==> src/rtl/fib_pkg.sv <==
// Shared types and default widths for the fib request controller and its bench.
package fib_pkg;

  localparam int FIB_IN_W  = 6;
  localparam int FIB_OUT_W = 32;

  typedef enum logic [1:0] {
    IDLE  = 2'd0,
    ISSUE = 2'd1,
    WAIT  = 2'd2,
    RESP  = 2'd3
  } ctrl_state_t;

  typedef struct packed {
    logic [FIB_IN_W-1:0]  n;
    logic [FIB_OUT_W-1:0] result;
    logic                 overflow;
    logic                 timeout;
  } fib_rsp_t;

endpackage

==> src/rtl/fib_req_ctrl_if.sv <==
// Request, core and response signal bundle for fib_req_ctrl.
// slave is the controller's view; master is the environment driving requests and the core.
interface fib_req_ctrl_if
  import fib_pkg::*;
#(
  parameter int IN_W  = FIB_IN_W,
  parameter int OUT_W = FIB_OUT_W
);

  logic             req_valid;
  logic             req_ready;
  logic [IN_W-1:0]  req_n;

  logic             fib_go;
  logic [IN_W-1:0]  fib_n;
  logic [OUT_W-1:0] fib_result;
  logic             fib_overflow;
  logic             fib_done;

  logic             rsp_valid;
  logic             rsp_ready;
  logic [IN_W-1:0]  rsp_n;
  logic [OUT_W-1:0] rsp_result;
  logic             rsp_overflow;
  logic             rsp_timeout;

  modport slave (
    input  req_valid, req_n,
    output req_ready,
    output fib_go, fib_n,
    input  fib_result, fib_overflow, fib_done,
    output rsp_valid, rsp_n, rsp_result, rsp_overflow, rsp_timeout,
    input  rsp_ready
  );

  modport master (
    output req_valid, req_n,
    input  req_ready,
    input  fib_go, fib_n,
    output fib_result, fib_overflow, fib_done,
    input  rsp_valid, rsp_n, rsp_result, rsp_overflow, rsp_timeout,
    output rsp_ready
  );

endinterface

==> src/rtl/fib_timeout_cnt.sv <==
// Saturating job timer: cleared on issue, counts while waiting, flags expiry.
module fib_timeout_cnt #(
  parameter int TIMEOUT_CYCLES = 1024
) (
  input  logic clk,
  input  logic rst,
  input  logic i_clear,
  input  logic i_enable,
  output logic o_expired
);

  localparam int            CW   = $clog2(TIMEOUT_CYCLES);
  localparam logic [CW-1:0] LAST = CW'(TIMEOUT_CYCLES - 1);

  logic [CW-1:0] r_count;

  always_ff @(posedge clk or posedge rst) begin
    if (rst) begin
      r_count <= '0;
    end else if (i_clear) begin
      r_count <= '0;
    end else if (i_enable && (r_count != LAST)) begin
      r_count <= r_count + 1'b1;
    end
  end

  // Fires on the increment that lands on LAST, so the response appears
  // exactly TIMEOUT_CYCLES cycles after the go cycle.
  assign o_expired = i_enable && (r_count >= (LAST - 1'b1));

endmodule

==> src/rtl/fib_req_ctrl.sv <==
// Request/response front-end for the fib core with stale-done guard and completion timeout.
// Optional hit counters are compiled in with FIB_REQ_CTRL_STATS_EN.
module fib_req_ctrl
  import fib_pkg::*;
#(
  parameter int INPUT_WIDTH    = FIB_IN_W,
  parameter int OUTPUT_WIDTH   = FIB_OUT_W,
  parameter int TIMEOUT_CYCLES = 1024
) (
  input  logic          clk,
  input  logic          rst,
  fib_req_ctrl_if.slave bus
`ifdef FIB_REQ_CTRL_STATS_EN
  ,
  output logic [15:0]   stat_done_cnt,
  output logic [15:0]   stat_ovf_cnt,
  output logic [15:0]   stat_to_cnt
`endif
);

  localparam logic [1:0] ST_IDLE  = IDLE;
  localparam logic [1:0] ST_ISSUE = ISSUE;
  localparam logic [1:0] ST_WAIT  = WAIT;
  localparam logic [1:0] ST_RESP  = RESP;

  logic [1:0]              r_state;
  logic                    r_req_ready;
  logic                    r_fib_go;
  logic [INPUT_WIDTH-1:0]  r_fib_n;
  logic                    r_rsp_valid;
  logic [INPUT_WIDTH-1:0]  r_rsp_n;
  logic [OUTPUT_WIDTH-1:0] r_rsp_result;
  logic                    r_rsp_overflow;
  logic                    r_rsp_timeout;
  logic                    r_armed;

  logic w_req_fire;
  logic w_rsp_fire;
  logic w_done_qual;
  logic w_timer_clear;
  logic w_timer_en;
  logic w_expired;

  assign w_req_fire    = bus.req_valid && r_req_ready;
  assign w_rsp_fire    = r_rsp_valid && bus.rsp_ready;
  // A done level left over from the previous job only counts after it has been seen low.
  assign w_done_qual   = bus.fib_done && r_armed;
  assign w_timer_clear = (r_state == ST_ISSUE);
  assign w_timer_en    = (r_state == ST_WAIT);

  fib_timeout_cnt #(
    .TIMEOUT_CYCLES(TIMEOUT_CYCLES)
  ) u_timeout (
    .clk      (clk),
    .rst      (rst),
    .i_clear  (w_timer_clear),
    .i_enable (w_timer_en),
    .o_expired(w_expired)
  );

  always_ff @(posedge clk or posedge rst) begin
    if (rst) begin
      r_state        <= ST_IDLE;
      r_req_ready    <= 1'b1;
      r_fib_go       <= 1'b0;
      r_fib_n        <= '0;
      r_rsp_valid    <= 1'b0;
      r_rsp_n        <= '0;
      r_rsp_result   <= '0;
      r_rsp_overflow <= 1'b0;
      r_rsp_timeout  <= 1'b0;
      r_armed        <= 1'b0;
    end else begin
      r_fib_go <= 1'b0;
      case (r_state)
        ST_IDLE: begin
          if (w_req_fire) begin
            r_fib_n     <= bus.req_n;
            r_rsp_n     <= bus.req_n;
            r_req_ready <= 1'b0;
            r_fib_go    <= 1'b1;
            r_state     <= ST_ISSUE;
          end
        end
        ST_ISSUE: begin
          r_armed <= 1'b0;
          r_state <= ST_WAIT;
        end
        ST_WAIT: begin
          if (!bus.fib_done) begin
            r_armed <= 1'b1;
          end
          if (w_done_qual) begin
            r_rsp_result   <= bus.fib_result;
            r_rsp_overflow <= bus.fib_overflow;
            r_rsp_timeout  <= 1'b0;
            r_rsp_valid    <= 1'b1;
            r_state        <= ST_RESP;
          end else if (w_expired) begin
            r_rsp_result   <= '0;
            r_rsp_overflow <= 1'b0;
            r_rsp_timeout  <= 1'b1;
            r_rsp_valid    <= 1'b1;
            r_state        <= ST_RESP;
          end
        end
        ST_RESP: begin
          if (w_rsp_fire) begin
            r_rsp_valid <= 1'b0;
            r_req_ready <= 1'b1;
            r_state     <= ST_IDLE;
          end
        end
        default: begin
          r_state <= ST_IDLE;
        end
      endcase
    end
  end

  assign bus.req_ready    = r_req_ready;
  assign bus.fib_go       = r_fib_go;
  assign bus.fib_n        = r_fib_n;
  assign bus.rsp_valid    = r_rsp_valid;
  assign bus.rsp_n        = r_rsp_n;
  assign bus.rsp_result   = r_rsp_result;
  assign bus.rsp_overflow = r_rsp_overflow;
  assign bus.rsp_timeout  = r_rsp_timeout;

`ifdef FIB_REQ_CTRL_STATS_EN
  // Bit order: 0 = completed, 1 = overflowed, 2 = timed out.
  logic [2:0] w_stat_inc;

  assign w_stat_inc = {w_rsp_fire && r_rsp_timeout,
                       w_rsp_fire && r_rsp_overflow,
                       w_rsp_fire && !r_rsp_timeout};

  for (genvar gi = 0; gi < 3; gi++) begin : g_stat
    logic [15:0] r_cnt;
    always_ff @(posedge clk or posedge rst) begin
      if (rst) begin
        r_cnt <= '0;
      end else if (w_stat_inc[gi] && (r_cnt != 16'hFFFF)) begin
        r_cnt <= r_cnt + 16'd1;
      end
    end
  end

  assign stat_done_cnt = g_stat[0].r_cnt;
  assign stat_ovf_cnt  = g_stat[1].r_cnt;
  assign stat_to_cnt   = g_stat[2].r_cnt;
`endif

endmodule

==> src/flat_wrapper.sv <==
// flat-port wrapper written by rule: the top's interface ports become plain ports
module fib_req_ctrl_flat import fib_pkg::*;
#(
  parameter int INPUT_WIDTH    = FIB_IN_W,
  parameter int OUTPUT_WIDTH   = FIB_OUT_W,
  parameter int TIMEOUT_CYCLES = 1024
)
  (clk, rst, bus_req_valid, bus_req_n, bus_req_ready, bus_fib_go, bus_fib_n, bus_fib_result, bus_fib_overflow, bus_fib_done, bus_rsp_valid, bus_rsp_n, bus_rsp_result, bus_rsp_overflow, bus_rsp_timeout, bus_rsp_ready);
  fib_req_ctrl_if bus_i ();
  input  logic clk;
  input  logic rst;
  input wire logic [$bits(bus_i.req_valid)-1:0] bus_req_valid;
  input wire logic [$bits(bus_i.req_n)-1:0] bus_req_n;
  output wire logic [$bits(bus_i.req_ready)-1:0] bus_req_ready;
  output wire logic [$bits(bus_i.fib_go)-1:0] bus_fib_go;
  output wire logic [$bits(bus_i.fib_n)-1:0] bus_fib_n;
  input wire logic [$bits(bus_i.fib_result)-1:0] bus_fib_result;
  input wire logic [$bits(bus_i.fib_overflow)-1:0] bus_fib_overflow;
  input wire logic [$bits(bus_i.fib_done)-1:0] bus_fib_done;
  output wire logic [$bits(bus_i.rsp_valid)-1:0] bus_rsp_valid;
  output wire logic [$bits(bus_i.rsp_n)-1:0] bus_rsp_n;
  output wire logic [$bits(bus_i.rsp_result)-1:0] bus_rsp_result;
  output wire logic [$bits(bus_i.rsp_overflow)-1:0] bus_rsp_overflow;
  output wire logic [$bits(bus_i.rsp_timeout)-1:0] bus_rsp_timeout;
  input wire logic [$bits(bus_i.rsp_ready)-1:0] bus_rsp_ready;
  assign bus_i.req_valid = bus_req_valid;
  assign bus_i.req_n = bus_req_n;
  assign bus_req_ready = bus_i.req_ready;
  assign bus_fib_go = bus_i.fib_go;
  assign bus_fib_n = bus_i.fib_n;
  assign bus_i.fib_result = bus_fib_result;
  assign bus_i.fib_overflow = bus_fib_overflow;
  assign bus_i.fib_done = bus_fib_done;
  assign bus_rsp_valid = bus_i.rsp_valid;
  assign bus_rsp_n = bus_i.rsp_n;
  assign bus_rsp_result = bus_i.rsp_result;
  assign bus_rsp_overflow = bus_i.rsp_overflow;
  assign bus_rsp_timeout = bus_i.rsp_timeout;
  assign bus_i.rsp_ready = bus_rsp_ready;
  fib_req_ctrl #(.INPUT_WIDTH(INPUT_WIDTH), .OUTPUT_WIDTH(OUTPUT_WIDTH), .TIMEOUT_CYCLES(TIMEOUT_CYCLES)) u_core (.clk(clk), .rst(rst), .bus(bus_i));
endmodule
==> config.mk <==
export PLATFORM = sky130hd
export DESIGN_NAME = fib_req_ctrl_flat
export DESIGN_NICKNAME = d
export VERILOG_FILES = /design/src/rtl/fib_pkg.sv /design/src/rtl/fib_req_ctrl_if.sv /design/src/rtl/fib_timeout_cnt.sv /design/src/rtl/fib_req_ctrl.sv /design/src/flat_wrapper.sv
export SDC_FILE = /design/constraint.sdc
export NUM_CORES = 1
export LEC_CHECK = 0
export CORE_ASPECT_RATIO = 2
export CORE_UTILIZATION = 24
export CTS_CLUSTER_SIZE = 20
export DETAILED_ROUTE_END_ITERATION = 16
export DONT_BUFFER_PORTS = 1
export GPL_ROUTABILITY_DRIVEN = 0
export PLACE_DENSITY = 0.37
export SLEW_MARGIN = 10
export SYNTH_ARGS = -nofsm -noshare
export SYNTH_HDL_FRONTEND = slang
export SYNTH_HIERARCHICAL = 1
export SYNTH_SLANG_ARGS = --single-unit
==> constraint.sdc <==
create_clock -name clk -period 2.05 [get_ports clk]
set_input_delay 0.205 -clock clk [delete_from_list [all_inputs] [get_ports clk]]
set_output_delay 0.205 -clock clk [all_outputs]
set_load 0.03 [all_outputs]
==> results.md, run 1 <==
- Total CTS buffers: 5
- Synth Register Bits: 56
- Status: complete, no violations
- Area delta synth->final: 15.3%
- Hold Fails Final Rpt: 0
- Core Util, Final: 28.6%
- Netlist Area Pre-Place: 2510 um2
- WL/cell: 17.5 um
- CP top delay family: compound AO/OA/AOI/OAI gates
- Critical-path top delay cell: dfrtp_1
- Min cycle time layout: 1.92 ns
- Initial detailed-routing violation count: 77
- Vias in the first global route: 1,743
- Core ar.: 10,100 um2
- Synth cell types: 39
- # rows: 52
- N_diodes: 0
- Share of layout cells above drive strength 1: 20.5%
- MaxCap Viol Count: 0
- Post-synthesis sequential area ratio: 55.8%
- CP peak stage delay: 0.42 ns
- Power per cell area: 689 nW/um2
- WP data arrival: 2.09 ns
- Root Buffer: clkbuf_16
- Final instance area: 2900 um2
- CP endpoint kind: flop
- Worst Path Max Fanout: 4
- Starting Density: 24.8%
- Rel. slew slack: 46.1%
- Via count: 1,712
- First-pass GRT wire length: 9.40 mm
- Worst-path cell chain: inv_1, ha_2, o21ai_0, nor2_2, a21oi_1, a222oi_1, mux2_1
- WS Path Type: reg -> reg
- Syn Inst Count: 206
- CTS H-Tree Depth: 2
- Fin crit share: 93.7%
- Post-synth top flop: dfrtp_1
- Ys async rst share: 100%
- Critical Path Source Type: flop
- Reg clk slew, reported paths: 0.07 ns
- Post-Route WL: 6.20 mm
- Nets: 270
- GR Overflow Total: 0
- Max rail drop VDD: 0.428 mV
- Gr usage total: 11.6%
- Area after DPL: 2710 um2
- Synth top area share: 54.7%
- Final HPWL DP: 4.60 mm
- Worst-margin pin slew: 0.808 ns
- EDFF count, synth: 0
- Area contributors post-synth: dfrtp_1 (55%), a22o_1 (12%), mux2_2 (3.6%)
- Chip width: 74.4 um
- Vias per cell: 4.82
- Synth Warn #: 6
- DRT Pass-1 Iters: 4
- Initial antenna violation count: 0
- Leak: 1.34 nW
- CTS tree: built
- I/O pin count: 93
- Die area: 10,900 um2
- CTS sink count: 56
- Fillers: 1,072
- HP Class: in -> reg
- Synth area leader: dfrtp_1
- Clock latency on the worst-skew pair: 0.29 ns
- Syn nets: 257
- Buf/Inv on CP: 1
- Max-slew violation count: 0
- Upper clock frequency limit: 0.521 GHz
- Largest net degree at the start of global routing: 40
- Residual DRC: 0
- Antenna Nets Post-Route: 0
- Die Ht: 147 um
- Mapped Avg Cell Area: 12.2 um2
- Clk buf depth: 2
- Final setup viols: 0
- CP required: 2.22 ns
- Clk_skew: 0.00656 ns
- IO Port Bufs: 0
==> sequential cells by signal (all words and copies together), names as in the netlist <==
| signal | count |
|---|---|
| u_core/bus.fib_go | 1 |
| u_core/bus.rsp_valid | 1 |
| u_core/r_state | 2 |
| u_core/bus.rsp_result | 32 |
| u_core/bus.rsp_n | 6 |
| u_core/bus.rsp_timeout | 1 |
| u_core/u_timeout/r_count | 10 |
| u_core/bus.rsp_overflow | 1 |
| u_core/bus.req_ready | 1 |
| u_core/r_armed | 1 |
==> worst paths after layout <==
| path | start | endpoint | slack, ns | cells after the start |
|---|---|---|---|---|
| min in group asynchronous | rst | u_core/u_timeout/r_count[2] | 0.40 | 2 |
| worst max register to register | u_core/r_state[0] | u_core/r_state[1] | 0.13 | 7 |
| worst min-delay path | bus_fib_result[28] | u_core/bus.rsp_result[28] | 0.05 | 1 |
| worst max-delay path | u_core/r_state[0] | u_core/r_state[1] | 0.13 | 7 |
| worst min register to register | u_core/r_state[1] | u_core/r_state[1] | 0.58 | 1 |
| max in group asynchronous | rst | u_core/bus.rsp_n[1] | 0.88 | 3 |
==> what timing repair did <==
item / CTS / global route
endpoints found under the hold margin: 46 / 0
hold buffers: 1 / 0
gates resized for setup: 0 / 2
buffers inserted: 0 / 4
setup endpoints to repair: 0 / 2
==> power by group <==
| group | leakage (nW) | internal, W | switching, W |
|---|---|---|---|
| logic | 0.494 | 0.00000560 | 0.0000235 |
| clock network | 0.0742 | 0.000458 | 0.000407 |
| registers | 0.774 | 0.00110 | 0 |
| total | 1.34 | 0.00157 | 0.000430 |
==> layout make-up <==
type                       count  area [um2]  area share [%]
clock buffer                   5         125            4.31
sequential                    56        1400            48.4
timing repair buffer          23         188            6.47
clock inverter                 3        22.5           0.777
tap                          135         169            5.82
inverter                      13        48.8            1.68
multi-input combinational    120         945            32.6
==> through the flow <==
stage / std cells / TNS [ns] / hold WS (ns) / worst slack, ns / total power, W
2_1_floorplan: 206 / 0 / 0.0452 / 0.180 / 0.00114
5_1_grt: 355 / -0.00405 / 0.0350 / -0.00405 / 0.00210
6_report: 355 / 0 / 0.0451 / 0.130 / 0.00200
3_5_place_dp: 342 / 0 / 0.132 / 0.0869 / 0.00115
4_1_cts: 351 / 0 / 0.0334 / 0.0666 / 0.00205
3_3_place_gp: 342 / 0 / 0.137 / 0.150 / 0.00116
==> cell usage after synthesis, drive strengths merged (2+ instances only) <==
cell type,count
nand4,2
nand3,6
and3,3
nor2,8
inv,13
a31oi,3
a211oi,6
nor2b,3
o21ai,5
clkbuf,2
buf,15
a2111oi,2
or4,2
ha,7
dfrtp,55
mux2,11
a22o,34
a21oi,7
or3,2
nand2,6
==> per-layer routing <==
metal	share of wire [%]	wire length, um	GRT usage [%]
met4	2.5	153	5.85
met2	57	3560	21.8
met3	5.0	309	2.40
met5	0	0	0
met1	35	2180	11.3
==> cell families after synthesis <==
logic type | Yosys count | synth area share, %
flip-flops | 56 | 55.8
AO/OA/AOI/OAI | 67 | 21.4
buffers and inverters | 30 | 6.87
adder cells (fa/ha/maj) | 7 | 3.48
multiplexers | 11 | 4.93
AND/OR/NAND/NOR | 35 | 7.51
==> layout by cell type (no fill, tap or decap), types with 2 or more instances in the layout <==
master,n
a2111oi_2,2
a211oi_1,6
a21oi_1,7
a22o_1,34
a31oi_1,3
and3_1,3
buf_4,21
clkbuf_16,5
dfrtp_1,55
ha_1,6
inv_1,12
mux2_1,3
mux2_2,8
nand2_1,6
nand3_1,6
nor2_1,7
nor2b_1,3
o21ai_0,5
or3_1,2
or4_1,2
No activity file was read; power rests on OpenSTA's default activity.
==> run 2, diff against run 1 <==
--- a/config.mk
+++ b/config.mk
@@ -5,13 +5,16 @@
 export SDC_FILE = /design/constraint.sdc
 export NUM_CORES = 1
 export LEC_CHECK = 0
+export ABC_AREA = 1
+export CELL_PAD_IN_SITES_DETAIL_PLACEMENT = 1
+export CELL_PAD_IN_SITES_GLOBAL_PLACEMENT = 1
 export CORE_ASPECT_RATIO = 2
 export CORE_UTILIZATION = 24
 export CTS_CLUSTER_SIZE = 20
 export DETAILED_ROUTE_END_ITERATION = 16
 export DONT_BUFFER_PORTS = 1
 export GPL_ROUTABILITY_DRIVEN = 0
-export PLACE_DENSITY = 0.37
+export PLACE_DENSITY = 0.47
 export SLEW_MARGIN = 10
 export SYNTH_ARGS = -nofsm -noshare
 export SYNTH_HDL_FRONTEND = slang
==> run 2 against run 1 <==
Register-to-register slack better by 0.25 ns; wire length is 15% higher; combinational power grew to 41 times the previous value; clock power is 12% higher; first-iteration DRC count is 35% lower; fmax is 15% higher; sequential share of layout area is 3.4 points lower; hold slack worse by 0.026 ns; worst setup slack better by 0.25 ns; core utilization is 0.90 points lower; via count is 19% higher; non-clock buffer count is 12 lower; largest power group unchanged; highest routed layer unchanged.
==> results.md, run 2 <==
- Die Ht: 154 um
- Via count: 2,040
- Fin crit share: 81.7%
- RSZ-0062 raised after global routing: no
- Setup tns final: 0 ns
- Share of layout cells above drive strength 1: 14.8%
- Most frequent cells in the layout: nand2_1 (69), dfrtp_1 (55), inv_1 (53)
- Ys async rst share: 100%
- Synth top area share: 49.5%
- Mapped Avg Cell Area: 8.79 um2
- Antenna Nets Post-Route: 0
- Clk_skew: 0.00566 ns
- HP Class: in -> reg
- Clock latency on the worst-skew pair: 0.30 ns
- Worst-margin pin slew: 0.586 ns
- Initial detailed-routing violation count: 50
- Fillers: 1,361
- DRT Pass-1 Iters: 3
- WP data arrival: 1.85 ns
- Dpl cells: 451
- EDFF count, synth: 0
- Rel. slew slack: 60.9%
- Clk buf depth: 2
- Status: complete, no violations
- GRT Max-Usage Layer: met2
- Final setup viols: 0
- Upper clock frequency limit: 0.597 GHz
- Netlist Area Pre-Place: 2780 um2
- Hold Fails Final Rpt: 0
- Gr usage total: 12.7%
- # rows: 55
- Synth Register Bits: 56
- Starting Density: 24.6%
- Met3 Usage GRT: 3.03%
- CTS tree: built
- Syn nets: 367
- Largest net degree at the start of global routing: 40
- Most common cell after layout, fill and taps aside: nand2_1
- Met1 Use GR: 12.7%
- IO Port Bufs: 0
- Synth cell types: 27
- Final HPWL DP: 5.47 mm
- Area contributors post-synth: dfrtp_1 (50%), nand2_1 (9.3%), inv_1 (7.3%)
- Synth area leader: dfrtp_1
- M2 GR Usage: 24.4%
- Most frequent cell after synthesis: nand2_1
- CTS H-Tree Depth: 2
- Nets: 369
- WL/cell: 15.5 um
- Syn Inst Count: 316
- Area delta synth->final: 12.4%
- Post-synthesis sequential area ratio: 50.5%
- Vias per cell: 4.44
- Root Buffer: clkbuf_16
- Core ar.: 11,300 um2
- Total CTS buffers: 5
- Synth Warn #: 6
- Residual DRC: 0
- Post-synth top flop: dfrtp_1
- Initial antenna violation count: 0
- Max FFs per register: 32
- First-pass GRT wire length: 11.6 mm
- Vias in the first global route: 2,208
- Max rail drop VDD: 0.591 mV
- Die area: 12,000 um2
- CP required: 2.23 ns
- Worst Path Max Fanout: 39
- Top post-synthesis cells by count: nand2_1 (69), dfrtp_1 (55), inv_1 (54), nand3_1 (26), o21ai_1 (25)
- Critical Path Source Type: flop
- N_diodes: 0
- Chip width: 78.1 um
- Reg clk slew, reported paths: 0.07 ns
- Post-Route WL: 7.14 mm
- I/O pin count: 93
- GR Overflow Total: 0
- Total area of sequential cells: 1400 um2
- WS Path Type: reg -> reg
- Leak: 1.64 nW
- CP endpoint kind: flop
- Core Util, Final: 27.7%
- Min cycle time layout: 1.67 ns
- Max-slew violation count: 0
- CTS sink count: 56
- Post-route insts no fill: 459
- Multi-input logic area: 1040 um2
- Power per cell area: 1590 nW/um2
- MaxCap Viol Count: 0
==> run 2: cell count changes after synthesis, sizes merged, moves of 9 or more <==
cell / previous run / this run
inv: 13 / 55
o21ai: 5 / 37
nand3: 6 / 44
nand2: 6 / 72
mux2: 11 / 0
nand4: 2 / 11
a22o: 34 / 0
==> run 2: final timing paths <==
check | start | to | slack (ns) | cells past startpoint
worst max-delay path | u_core/r_state[0] | u_core/bus.rsp_result[15] | 0.38 | 6
worst min-delay path | bus_req_n[4] | u_core/bus.rsp_n[4] | 0.02 | 2
worst max register to register | u_core/r_state[0] | u_core/bus.rsp_result[15] | 0.38 | 6
worst min register to register | u_core/r_armed | u_core/r_armed | 0.55 | 1
max in group asynchronous | rst | u_core/bus.rsp_result[0] | 1.11 | 3
min in group asynchronous | rst | u_core/u_timeout/r_count[0] | 0.42 | 2
==> run 2: kinds of logic (layout without fill, tap and decap cells) <==
logic type / count (synthesis) / after routing / synth area share [%]
AO/OA/AOI/OAI: 41 / 41 / 8.33
buffers and inverters: 73 / 74 / 11.9
XOR/XNOR: 2 / 2 / 0.631
flip-flops: 56 / 56 / 50.5
AND/OR/NAND/NOR: 137 / 137 / 25.5
adder cells (fa/ha/maj): 7 / 7 / 3.15
==> run 2: power breakdown <==
group	total (W)	leakage, nW	switching (W)	internal [W]
Sequential	0.00279	0.714	0.00125	0.00153
Combinational	0.00120	0.846	0.000721	0.000483
Clock	0.000965	0.0757	0.000400	0.000564
Total	0.00495	1.64	0.00238	0.00258
==> run 2: cell type report <==
cell class,count,share of cell area (%)
sequential,56,44.9
multi-input combinational,187,33.4
inverter,57,7.01
tap,142,5.69
clock buffer,5,4.01
timing repair buffer,11,4.01
clock inverter,1,0.962
==> run 2: repair_timing <==
item,CTS,global route
setup endpoints to repair,0,0
endpoints found under the hold margin,30,0
setup buffers,0,0
resized for setup,0,0
hold buffers,2,0
==> run 2: worst max-delay path, stage by stage, from the launching register on <==
cell and delay [ns]:
dfrtp_1 0.41, inv_1 0.12, ha_1 0.22, nand3_2 0.32
buf_12 0.30, nand3_1 0.08, o21ai_0 0.09
==> run 2: through the flow <==
step | worst slack (ns) | cell area (um2) | power, W | hold WS, ns
3_3_place_gp | 0.412 | 2950 | 0.00401 | 0.149
5_1_grt | 0.207 | 3120 | 0.00529 | 0.0125
4_1_cts | 0.335 | 3120 | 0.00506 | 0.0106
6_report | 0.376 | 3120 | 0.00495 | 0.0190
2_1_floorplan | 0.435 | 2780 | 0.00369 | 0.0452
3_5_place_dp | 0.355 | 2950 | 0.00406 | 0.151
==> run 2: layer usage <==
metal / wire length (um) / vias up
met1: 2560 / 979
met4: 144 / 0
met2: 4050 / 55
li1: - / 997
met3: 380 / 9
met5: 0 / -
